$ cat src/rtl/ltc2308_serial_ctrl_if.sv
// Sample stream between the LTC2308 controller and its consumer.
// A sample is transferred in a cycle where sample_valid and sample_ready are both high.
interface ltc2308_serial_ctrl_if;
    logic [11:0] sample_data;
    logic [2:0]  sample_channel;
    logic        sample_uni;
    logic        sample_valid;
    logic        sample_ready;

    modport master (
        output sample_data,
        output sample_channel,
        output sample_uni,
        output sample_valid,
        input  sample_ready
    );

    modport slave (
        input  sample_data,
        input  sample_channel,
        input  sample_uni,
        input  sample_valid,
        output sample_ready
    );
endinterface

$ cat src/rtl/ltc2308_serial_ctrl.sv
// LTC2308 serial controller: round-robin conversions over a channel mask, 6-bit config out on SDI,
// 12-bit result in from SDO, one-frame-delayed tagging, single-entry holding register with overrun.
module ltc2308_serial_ctrl #(
    parameter int unsigned CONVST_CYCLES = 2,
    parameter int unsigned CONV_CYCLES   = 64,
    parameter int unsigned SCK_HALF      = 1,
    parameter int unsigned GAP_CYCLES    = 4
) (
    input  logic                         clk_i,
    input  logic                         rst_i,
    input  logic                         enable_i,
    input  logic [7:0]                   channel_mask_i,
    input  logic                         uni_i,
    output logic                         adc_convst_o,
    output logic                         adc_sck_o,
    output logic                         adc_sdi_o,
    input  logic                         adc_sdo_i,
    ltc2308_serial_ctrl_if.master        sample_if,
    output logic                         overrun_o,
    input  logic                         overrun_clr_i,
    output logic                         busy_o
);

    localparam int unsigned    CW          = 16;
    localparam logic [CW-1:0]  CONVST_LAST = CW'(CONVST_CYCLES - 1);
    localparam logic [CW-1:0]  CONV_LAST   = CW'(CONV_CYCLES - 1);
    localparam logic [CW-1:0]  SCK_HI      = CW'(SCK_HALF);
    localparam logic [CW-1:0]  SCK_LAST    = CW'(2 * SCK_HALF - 1);
    localparam logic [CW-1:0]  GAP_LAST    = CW'(GAP_CYCLES - 1);
    localparam logic [3:0]     BIT_LAST    = 4'd11;

    typedef enum logic [2:0] {
        ST_IDLE      = 3'd0,
        ST_CONVST_HI = 3'd1,
        ST_CONV_WAIT = 3'd2,
        ST_SHIFT     = 3'd3,
        ST_GAP       = 3'd4
    } state_e;

    // Lowest set mask bit strictly above cur, otherwise the lowest set bit overall.
    function automatic logic [2:0] next_channel(input logic [7:0] mask, input logic [2:0] cur);
        logic [2:0] r;
        r = 3'd0;
        for (int i = 7; i >= 0; i--) begin
            if (mask[i]) begin
                r = 3'(i);
            end else begin
                r = r;
            end
        end
        for (int i = 7; i >= 0; i--) begin
            if (mask[i] && (i > int'(cur))) begin
                r = 3'(i);
            end else begin
                r = r;
            end
        end
        return r;
    endfunction

    // Config word bit for SCK period idx (0-based): {S/D=1, O/S, S1, S0, UNI, SLP=0}.
    function automatic logic cfg_bit(input logic [2:0] ch, input logic uni, input logic [3:0] idx);
        logic b;
        case (idx)
            4'd0:    b = 1'b1;
            4'd1:    b = ch[0];
            4'd2:    b = ch[2];
            4'd3:    b = ch[1];
            4'd4:    b = uni;
            default: b = 1'b0;
        endcase
        return b;
    endfunction

    state_e        state_q, state_d;
    logic [CW-1:0] cnt_q, cnt_d;
    logic [3:0]    bit_q, bit_d;
    logic          start_s;
    logic          run_s;

    logic          convst_q, convst_d;
    logic          sck_q, sck_d;
    logic          sdi_q, sdi_d;
    logic          busy_q, busy_d;

    logic [2:0]    cfg_ch_q, cfg_ch_d;
    logic          cfg_uni_q, cfg_uni_d;
    logic [2:0]    prev_ch_q, prev_ch_d;
    logic          prev_uni_q, prev_uni_d;
    logic          first_q, first_d;
    logic [10:0]   shift_q, shift_d;
    logic [11:0]   data_q, data_d;
    logic [2:0]    tag_ch_q, tag_ch_d;
    logic          tag_uni_q, tag_uni_d;
    logic          valid_q, valid_d;
    logic          overrun_q, overrun_d;

    logic          capture_s;
    logic          last_s;
    logic          deliver_s;
    logic          accept_s;
    logic          load_s;
    logic          drop_s;

    assign run_s     = enable_i && (channel_mask_i != 8'h00);
    assign capture_s = (state_q == ST_SHIFT) && (cnt_q == SCK_HI);
    assign last_s    = capture_s && (bit_q == BIT_LAST);
    assign deliver_s = last_s && !first_q;
    assign accept_s  = valid_q && sample_if.sample_ready;
    assign load_s    = deliver_s && (!valid_q || accept_s);
    assign drop_s    = deliver_s && !load_s;

    // FSM state and in-state timing counters
    always_ff @(posedge clk_i or posedge rst_i) begin
        if (rst_i) begin
            state_q <= ST_IDLE;
            cnt_q   <= '0;
            bit_q   <= 4'd0;
        end else begin
            state_q <= state_d;
            cnt_q   <= cnt_d;
            bit_q   <= bit_d;
        end
    end

    // FSM next state, counters and frame-start strobe
    always_comb begin
        state_d = state_q;
        cnt_d   = cnt_q + CW'(1);
        bit_d   = bit_q;
        start_s = 1'b0;
        case (state_q)
            ST_IDLE: begin
                cnt_d = '0;
                bit_d = 4'd0;
                if (run_s) begin
                    state_d = ST_CONVST_HI;
                    start_s = 1'b1;
                end else begin
                    state_d = ST_IDLE;
                end
            end
            ST_CONVST_HI: begin
                if (cnt_q == CONVST_LAST) begin
                    state_d = ST_CONV_WAIT;
                    cnt_d   = '0;
                end else begin
                    state_d = ST_CONVST_HI;
                end
            end
            ST_CONV_WAIT: begin
                if (cnt_q == CONV_LAST) begin
                    state_d = ST_SHIFT;
                    cnt_d   = '0;
                    bit_d   = 4'd0;
                end else begin
                    state_d = ST_CONV_WAIT;
                end
            end
            ST_SHIFT: begin
                if (cnt_q == SCK_LAST) begin
                    cnt_d = '0;
                    if (bit_q == BIT_LAST) begin
                        state_d = ST_GAP;
                        bit_d   = 4'd0;
                    end else begin
                        bit_d = bit_q + 4'd1;
                    end
                end else begin
                    state_d = ST_SHIFT;
                end
            end
            ST_GAP: begin
                if (cnt_q == GAP_LAST) begin
                    cnt_d = '0;
                    if (run_s) begin
                        state_d = ST_CONVST_HI;
                        start_s = 1'b1;
                    end else begin
                        state_d = ST_IDLE;
                    end
                end else begin
                    state_d = ST_GAP;
                end
            end
            default: begin
                state_d = ST_IDLE;
                cnt_d   = '0;
                bit_d   = 4'd0;
            end
        endcase
    end

    // Pin values decoded from the next state so the registered pins line up with state_q
    always_comb begin
        convst_d = 1'b0;
        sck_d    = 1'b0;
        sdi_d    = 1'b0;
        case (state_d)
            ST_CONVST_HI: begin
                convst_d = 1'b1;
            end
            ST_SHIFT: begin
                sck_d = (cnt_d >= SCK_HI);
                sdi_d = cfg_bit(cfg_ch_q, cfg_uni_q, bit_d);
            end
            default: begin
                convst_d = 1'b0;
                sck_d    = 1'b0;
                sdi_d    = 1'b0;
            end
        endcase
        busy_d = (state_d != ST_IDLE);
    end

    // Registered ADC pins and busy flag
    always_ff @(posedge clk_i or posedge rst_i) begin
        if (rst_i) begin
            convst_q <= 1'b0;
            sck_q    <= 1'b0;
            sdi_q    <= 1'b0;
            busy_q   <= 1'b0;
        end else begin
            convst_q <= convst_d;
            sck_q    <= sck_d;
            sdi_q    <= sdi_d;
            busy_q   <= busy_d;
        end
    end

    // Channel selection, result shifting, holding register and overrun next-state
    always_comb begin
        if (start_s) begin
            prev_ch_d  = cfg_ch_q;
            prev_uni_d = cfg_uni_q;
            cfg_ch_d   = next_channel(channel_mask_i, cfg_ch_q);
            cfg_uni_d  = uni_i;
        end else begin
            prev_ch_d  = prev_ch_q;
            prev_uni_d = prev_uni_q;
            cfg_ch_d   = cfg_ch_q;
            cfg_uni_d  = cfg_uni_q;
        end

        // Returning to IDLE re-arms the discard of the first (stale-config) result
        if ((state_q != ST_IDLE) && (state_d == ST_IDLE)) begin
            first_d = 1'b1;
        end else if (last_s) begin
            first_d = 1'b0;
        end else begin
            first_d = first_q;
        end

        shift_d = capture_s ? {shift_q[9:0], adc_sdo_i} : shift_q;

        if (load_s) begin
            data_d    = {shift_q, adc_sdo_i};
            tag_ch_d  = prev_ch_q;
            tag_uni_d = prev_uni_q;
            valid_d   = 1'b1;
        end else if (accept_s) begin
            data_d    = data_q;
            tag_ch_d  = tag_ch_q;
            tag_uni_d = tag_uni_q;
            valid_d   = 1'b0;
        end else begin
            data_d    = data_q;
            tag_ch_d  = tag_ch_q;
            tag_uni_d = tag_uni_q;
            valid_d   = valid_q;
        end

        if (drop_s) begin
            overrun_d = 1'b1;
        end else if (overrun_clr_i) begin
            overrun_d = 1'b0;
        end else begin
            overrun_d = overrun_q;
        end
    end

    // Config, shift and sample holding registers
    always_ff @(posedge clk_i or posedge rst_i) begin
        if (rst_i) begin
            cfg_ch_q   <= 3'd7;
            cfg_uni_q  <= 1'b0;
            prev_ch_q  <= 3'd0;
            prev_uni_q <= 1'b0;
            first_q    <= 1'b1;
            shift_q    <= 11'd0;
            data_q     <= 12'd0;
            tag_ch_q   <= 3'd0;
            tag_uni_q  <= 1'b0;
            valid_q    <= 1'b0;
            overrun_q  <= 1'b0;
        end else begin
            cfg_ch_q   <= cfg_ch_d;
            cfg_uni_q  <= cfg_uni_d;
            prev_ch_q  <= prev_ch_d;
            prev_uni_q <= prev_uni_d;
            first_q    <= first_d;
            shift_q    <= shift_d;
            data_q     <= data_d;
            tag_ch_q   <= tag_ch_d;
            tag_uni_q  <= tag_uni_d;
            valid_q    <= valid_d;
            overrun_q  <= overrun_d;
        end
    end

    assign adc_convst_o             = convst_q;
    assign adc_sck_o                = sck_q;
    assign adc_sdi_o                = sdi_q;
    assign busy_o                   = busy_q;
    assign overrun_o                = overrun_q;
    assign sample_if.sample_data    = data_q;
    assign sample_if.sample_channel = tag_ch_q;
    assign sample_if.sample_uni     = tag_uni_q;
    assign sample_if.sample_valid   = valid_q;

endmodule

$ cat src/flat_wrapper.sv
// flat-port wrapper written by rule: the top's interface ports become plain ports
module ltc2308_serial_ctrl_flat 
#(
    parameter int unsigned CONVST_CYCLES = 2,
    parameter int unsigned CONV_CYCLES   = 64,
    parameter int unsigned SCK_HALF      = 1,
    parameter int unsigned GAP_CYCLES    = 4
)
  (clk_i, rst_i, enable_i, channel_mask_i, uni_i, adc_convst_o, adc_sck_o, adc_sdi_o, adc_sdo_i, overrun_o, overrun_clr_i, busy_o, sample_if_sample_data, sample_if_sample_channel, sample_if_sample_uni, sample_if_sample_valid, sample_if_sample_ready);
  ltc2308_serial_ctrl_if sample_if_i ();
  input  logic clk_i;
  input  logic rst_i;
  input  logic enable_i;
  input  logic [7:0] channel_mask_i;
  input  logic uni_i;
  output logic adc_convst_o;
  output logic adc_sck_o;
  output logic adc_sdi_o;
  input  logic adc_sdo_i;
  output logic overrun_o;
  input  logic overrun_clr_i;
  output logic busy_o;
  output wire logic [$bits(sample_if_i.sample_data)-1:0] sample_if_sample_data;
  output wire logic [$bits(sample_if_i.sample_channel)-1:0] sample_if_sample_channel;
  output wire logic [$bits(sample_if_i.sample_uni)-1:0] sample_if_sample_uni;
  output wire logic [$bits(sample_if_i.sample_valid)-1:0] sample_if_sample_valid;
  input wire logic [$bits(sample_if_i.sample_ready)-1:0] sample_if_sample_ready;
  assign sample_if_sample_data = sample_if_i.sample_data;
  assign sample_if_sample_channel = sample_if_i.sample_channel;
  assign sample_if_sample_uni = sample_if_i.sample_uni;
  assign sample_if_sample_valid = sample_if_i.sample_valid;
  assign sample_if_i.sample_ready = sample_if_sample_ready;
  ltc2308_serial_ctrl #(.CONVST_CYCLES(CONVST_CYCLES), .CONV_CYCLES(CONV_CYCLES), .SCK_HALF(SCK_HALF), .GAP_CYCLES(GAP_CYCLES)) u_core (.clk_i(clk_i), .rst_i(rst_i), .enable_i(enable_i), .channel_mask_i(channel_mask_i), .uni_i(uni_i), .adc_convst_o(adc_convst_o), .adc_sck_o(adc_sck_o), .adc_sdi_o(adc_sdi_o), .adc_sdo_i(adc_sdo_i), .sample_if(sample_if_i), .overrun_o(overrun_o), .overrun_clr_i(overrun_clr_i), .busy_o(busy_o));
endmodule
$ cat config.mk
export PLATFORM = sky130hd
export DESIGN_NAME = ltc2308_serial_ctrl_flat
export DESIGN_NICKNAME = d
export VERILOG_FILES = /design/src/rtl/ltc2308_serial_ctrl_if.sv /design/src/rtl/ltc2308_serial_ctrl.sv /design/src/flat_wrapper.sv
export SDC_FILE = /design/constraint.sdc
export NUM_CORES = 1
export LEC_CHECK = 0
export CORE_UTILIZATION = 40
export CTS_BUF_LIST = sky130_fd_sc_hd__clkbuf_8 sky130_fd_sc_hd__clkbuf_16
export DETAILED_ROUTE_END_ITERATION = 12
export GPL_TIMING_DRIVEN = 0
export PLACE_DENSITY = 0.65
export SYNTH_ARGS = -nofsm -noshare
export SYNTH_HDL_FRONTEND = slang
export SYNTH_SLANG_ARGS = --single-unit
export TNS_END_PERCENT = 10
$ cat constraint.sdc
create_clock -name clk_i -period 6.3 [get_ports clk_i]
set_input_delay 1.575 -clock clk_i [delete_from_list [all_inputs] [get_ports clk_i]]
set_output_delay 1.575 -clock clk_i [all_outputs]
set_load 0.1 [all_outputs]
==> results.ini <==
[run_status]
outcome=complete, no violations

[floorplan]
dieArea_sq_um=8920
ios=37
core_area_sq_um=8260
rows=33
initial_core_util=0.414
dieHeight_um=94.4
dieWidth_um=94.4

[route]
drtAntennaViolNets=0
drc=0
vias=2525
vias_per_cell=5.28
drt-initial-drc-count=94
first_pass_iters=5
wl_per_cell_um=13.8
wl_um=6590

[power_and_ir_drop]
clock_power_share=0.251
totalPowerFinal_mw=1.43
intPower_mw=0.909
ir_drop_v=0.000161
p_sw_mw=0.522
leakage_nw=1.83
power_frac_seq=0.394
power_density_nw_per_um2=346
switching_share=0.365
pwr-share-comb=0.355

[cts]
insertion_delay_ns=0.34
cts_tree=done
clk_pin_slew_ns=0.07
numCtsBuffers=9
cts_sinks=65
ctsResizeCount=0
post-cts-setup-buffers=0
ctsHtreeMaxLevel=3
clockBufferDepth=2
root_buffer=clkbuf_8
holdBufCountCts=0

[placed_design]
dp_cells=462
portBuffers=36
pre_cts_slack_ns=2.68
dpl.hpwl_um=4730
gp_congestion=0.861

[layout]
area_growth_pct=20.9
final_cell_mix=dfrtp_1, clkdlybuf4s50_1, nor2_1
final_cell_count_no_fill=478
fill_cells=776
final_net_count=386
num_antenna_cells=0
final_common_cell=dfrtp_1
drive_gt1_frac=0.214

[setup_path]
critPathArrivalTime_ns=1.86
start_kind=flop
cp_data_required_time_ns=4.72
endpoint_kind=output pin
crit_chain=clkdlybuf4s50_1
slowest_stage=clkdlybuf4s50_1
cp_num_buf_inv=1
crit_family=buffers and inverters
cp_max_fo=2
path_class=flop to output pin
max_stage_delay_ns=1.14

[logic_synthesis]
synth.distinct_cells=56
synth_nets=338
synthCells=320
ys_ff_latch=65
synth_edf_count=0
ys_warn_count=0
synthArstFlopShare=1.00
ys.flop_type=dfrtp_1
syn-mean-instance-area_sq_um=10.7
synth_area_sq_um=3420
synth_seq_area_share=0.477

[hold_path]
min_path_type=flop to flop

[grt]
overflow=0
grt_usage=0.166
grt_pass1_vias=2409
grt_max_degree=37
grt_pass1_wl_um=11500
antenna_found_initial=0

[job]
maxCapViolations=0

[timing]
fin_hold_ws_ns=0.479
setup_tns_ns=0
tightest_slew_ns=0.980
period_minus_slack_ns=3.43
final-setup-viol-count=0
min_period_over_period=0.545
hold_viol=0
rsz0062_at_grt=no
fin_ws_ns=2.87
clock_skew_ns=0.00690
maxSlewHeadroom=0.345
maxSlewViolCount=0
max_freq_ghz=0.291

## cell usage after synthesis (5+ instances only)
master,number,share of area
a21oi_1,17,0.025
a31oi_1,5,0.0092
and3_1,5,0.0092
buf_2,7,0.010
clkbuf_1,8,0.0088
dfrtp_1,61,0.45
inv_1,8,0.0088
mux2_2,22,0.072
mux2_4,10,0.044
nand2_1,23,0.025
nand3_1,10,0.015
nand4_1,6,0.011
nor2_1,33,0.036
nor3_1,10,0.015
o21ai_0,13,0.019
xnor2_1,12,0.031
xor2_1,5,0.013
## cell families after synthesis
logic type / Yosys count / synth area share
muxes: 33 / 0.119
xor gates and xnor gates: 17 / 0.0436
buffers and inverters: 28 / 0.0447
and+or+nand+nor: 118 / 0.196
AOI/OAI and AO/OA: 56 / 0.108
DFF: 65 / 0.477
adders and majority gates: 3 / 0.0110
## layout make-up
class                           count  area [sq um]  area share
Clock inverter                      6          66.3      0.0160
Buffer                             20           123      0.0297
Tap cell                          105           131      0.0318
Timing Repair Buffer               37           380      0.0920
Multi-Input combinational cell    227          1630       0.395
Sequential cell                    65          1630       0.395
Clock buffer                       10           138      0.0333
Inverter                            8          30.0     0.00726
## routing by layer
metal	part of all wire	GRT usage
met5	0	0
met4	0.0052	0.0423
met1	0.48	0.219
met2	0.48	0.263
met3	0.042	0.0507
## per-stage QoR
stage,instance area [sq um],util
floorplan,3420,-
global placement,3910,0.473
detailed placement,3930,0.476
CTS,4130,0.501
global route,4130,0.501
finish,4130,0.501
## flip-flops by register name, summed over array words and instances, names as in the netlist, 3 cells and up
signal / count
u_core.cnt_q: 16
u_core.sample_if.sample_data: 12
u_core.shift_q: 11
u_core.bit_q: 4
u_core.cfg_ch_q: 3
u_core.prev_ch_q: 3
u_core.sample_if.sample_channel: 3
u_core.state_q: 3
## power groups by stage
| stage | Clock, mW | Combinational (mW) | Sequential (mW) |
|---|---|---|---|
| global route | 0.392 | 0.564 | 0.577 |
| detailed placement | 0 | 0.510 | 0.572 |
| floorplan | 0 | 0.355 | 0.604 |
| finish | 0.359 | 0.508 | 0.564 |
| global placement | 0 | 0.499 | 0.568 |
| CTS | 0.372 | 0.512 | 0.564 |
## path summary, 6_finish.rpt
kind | start | endpoint | slack [ns] | cells past startpoint
worst max register to register | u_core.cnt_q[8]$_DFF_PP0_ | u_core.cnt_q[11]$_DFF_PP0_ | 3.74 | 9
worst max-delay path | u_core.sample_if.sample_data[11]$_DFFE_PP0P_ | sample_if_sample_data[11] | 2.87 | 1
min in group asynchronous | rst_i | u_core.cnt_q[10]$_DFF_PP0_ | 1.66 | 2
worst min-delay path | u_core.first_q$_DFFE_PP1P_ | u_core.first_q$_DFFE_PP1P_ | 0.48 | 2
worst min register to register | u_core.first_q$_DFFE_PP1P_ | u_core.first_q$_DFFE_PP1P_ | 0.48 | 2
max in group asynchronous | rst_i | u_core.cfg_ch_q[1]$_DFFE_PP1P_ | 3.95 | 3
No activity file was read; power rests on OpenSTA's default activity.
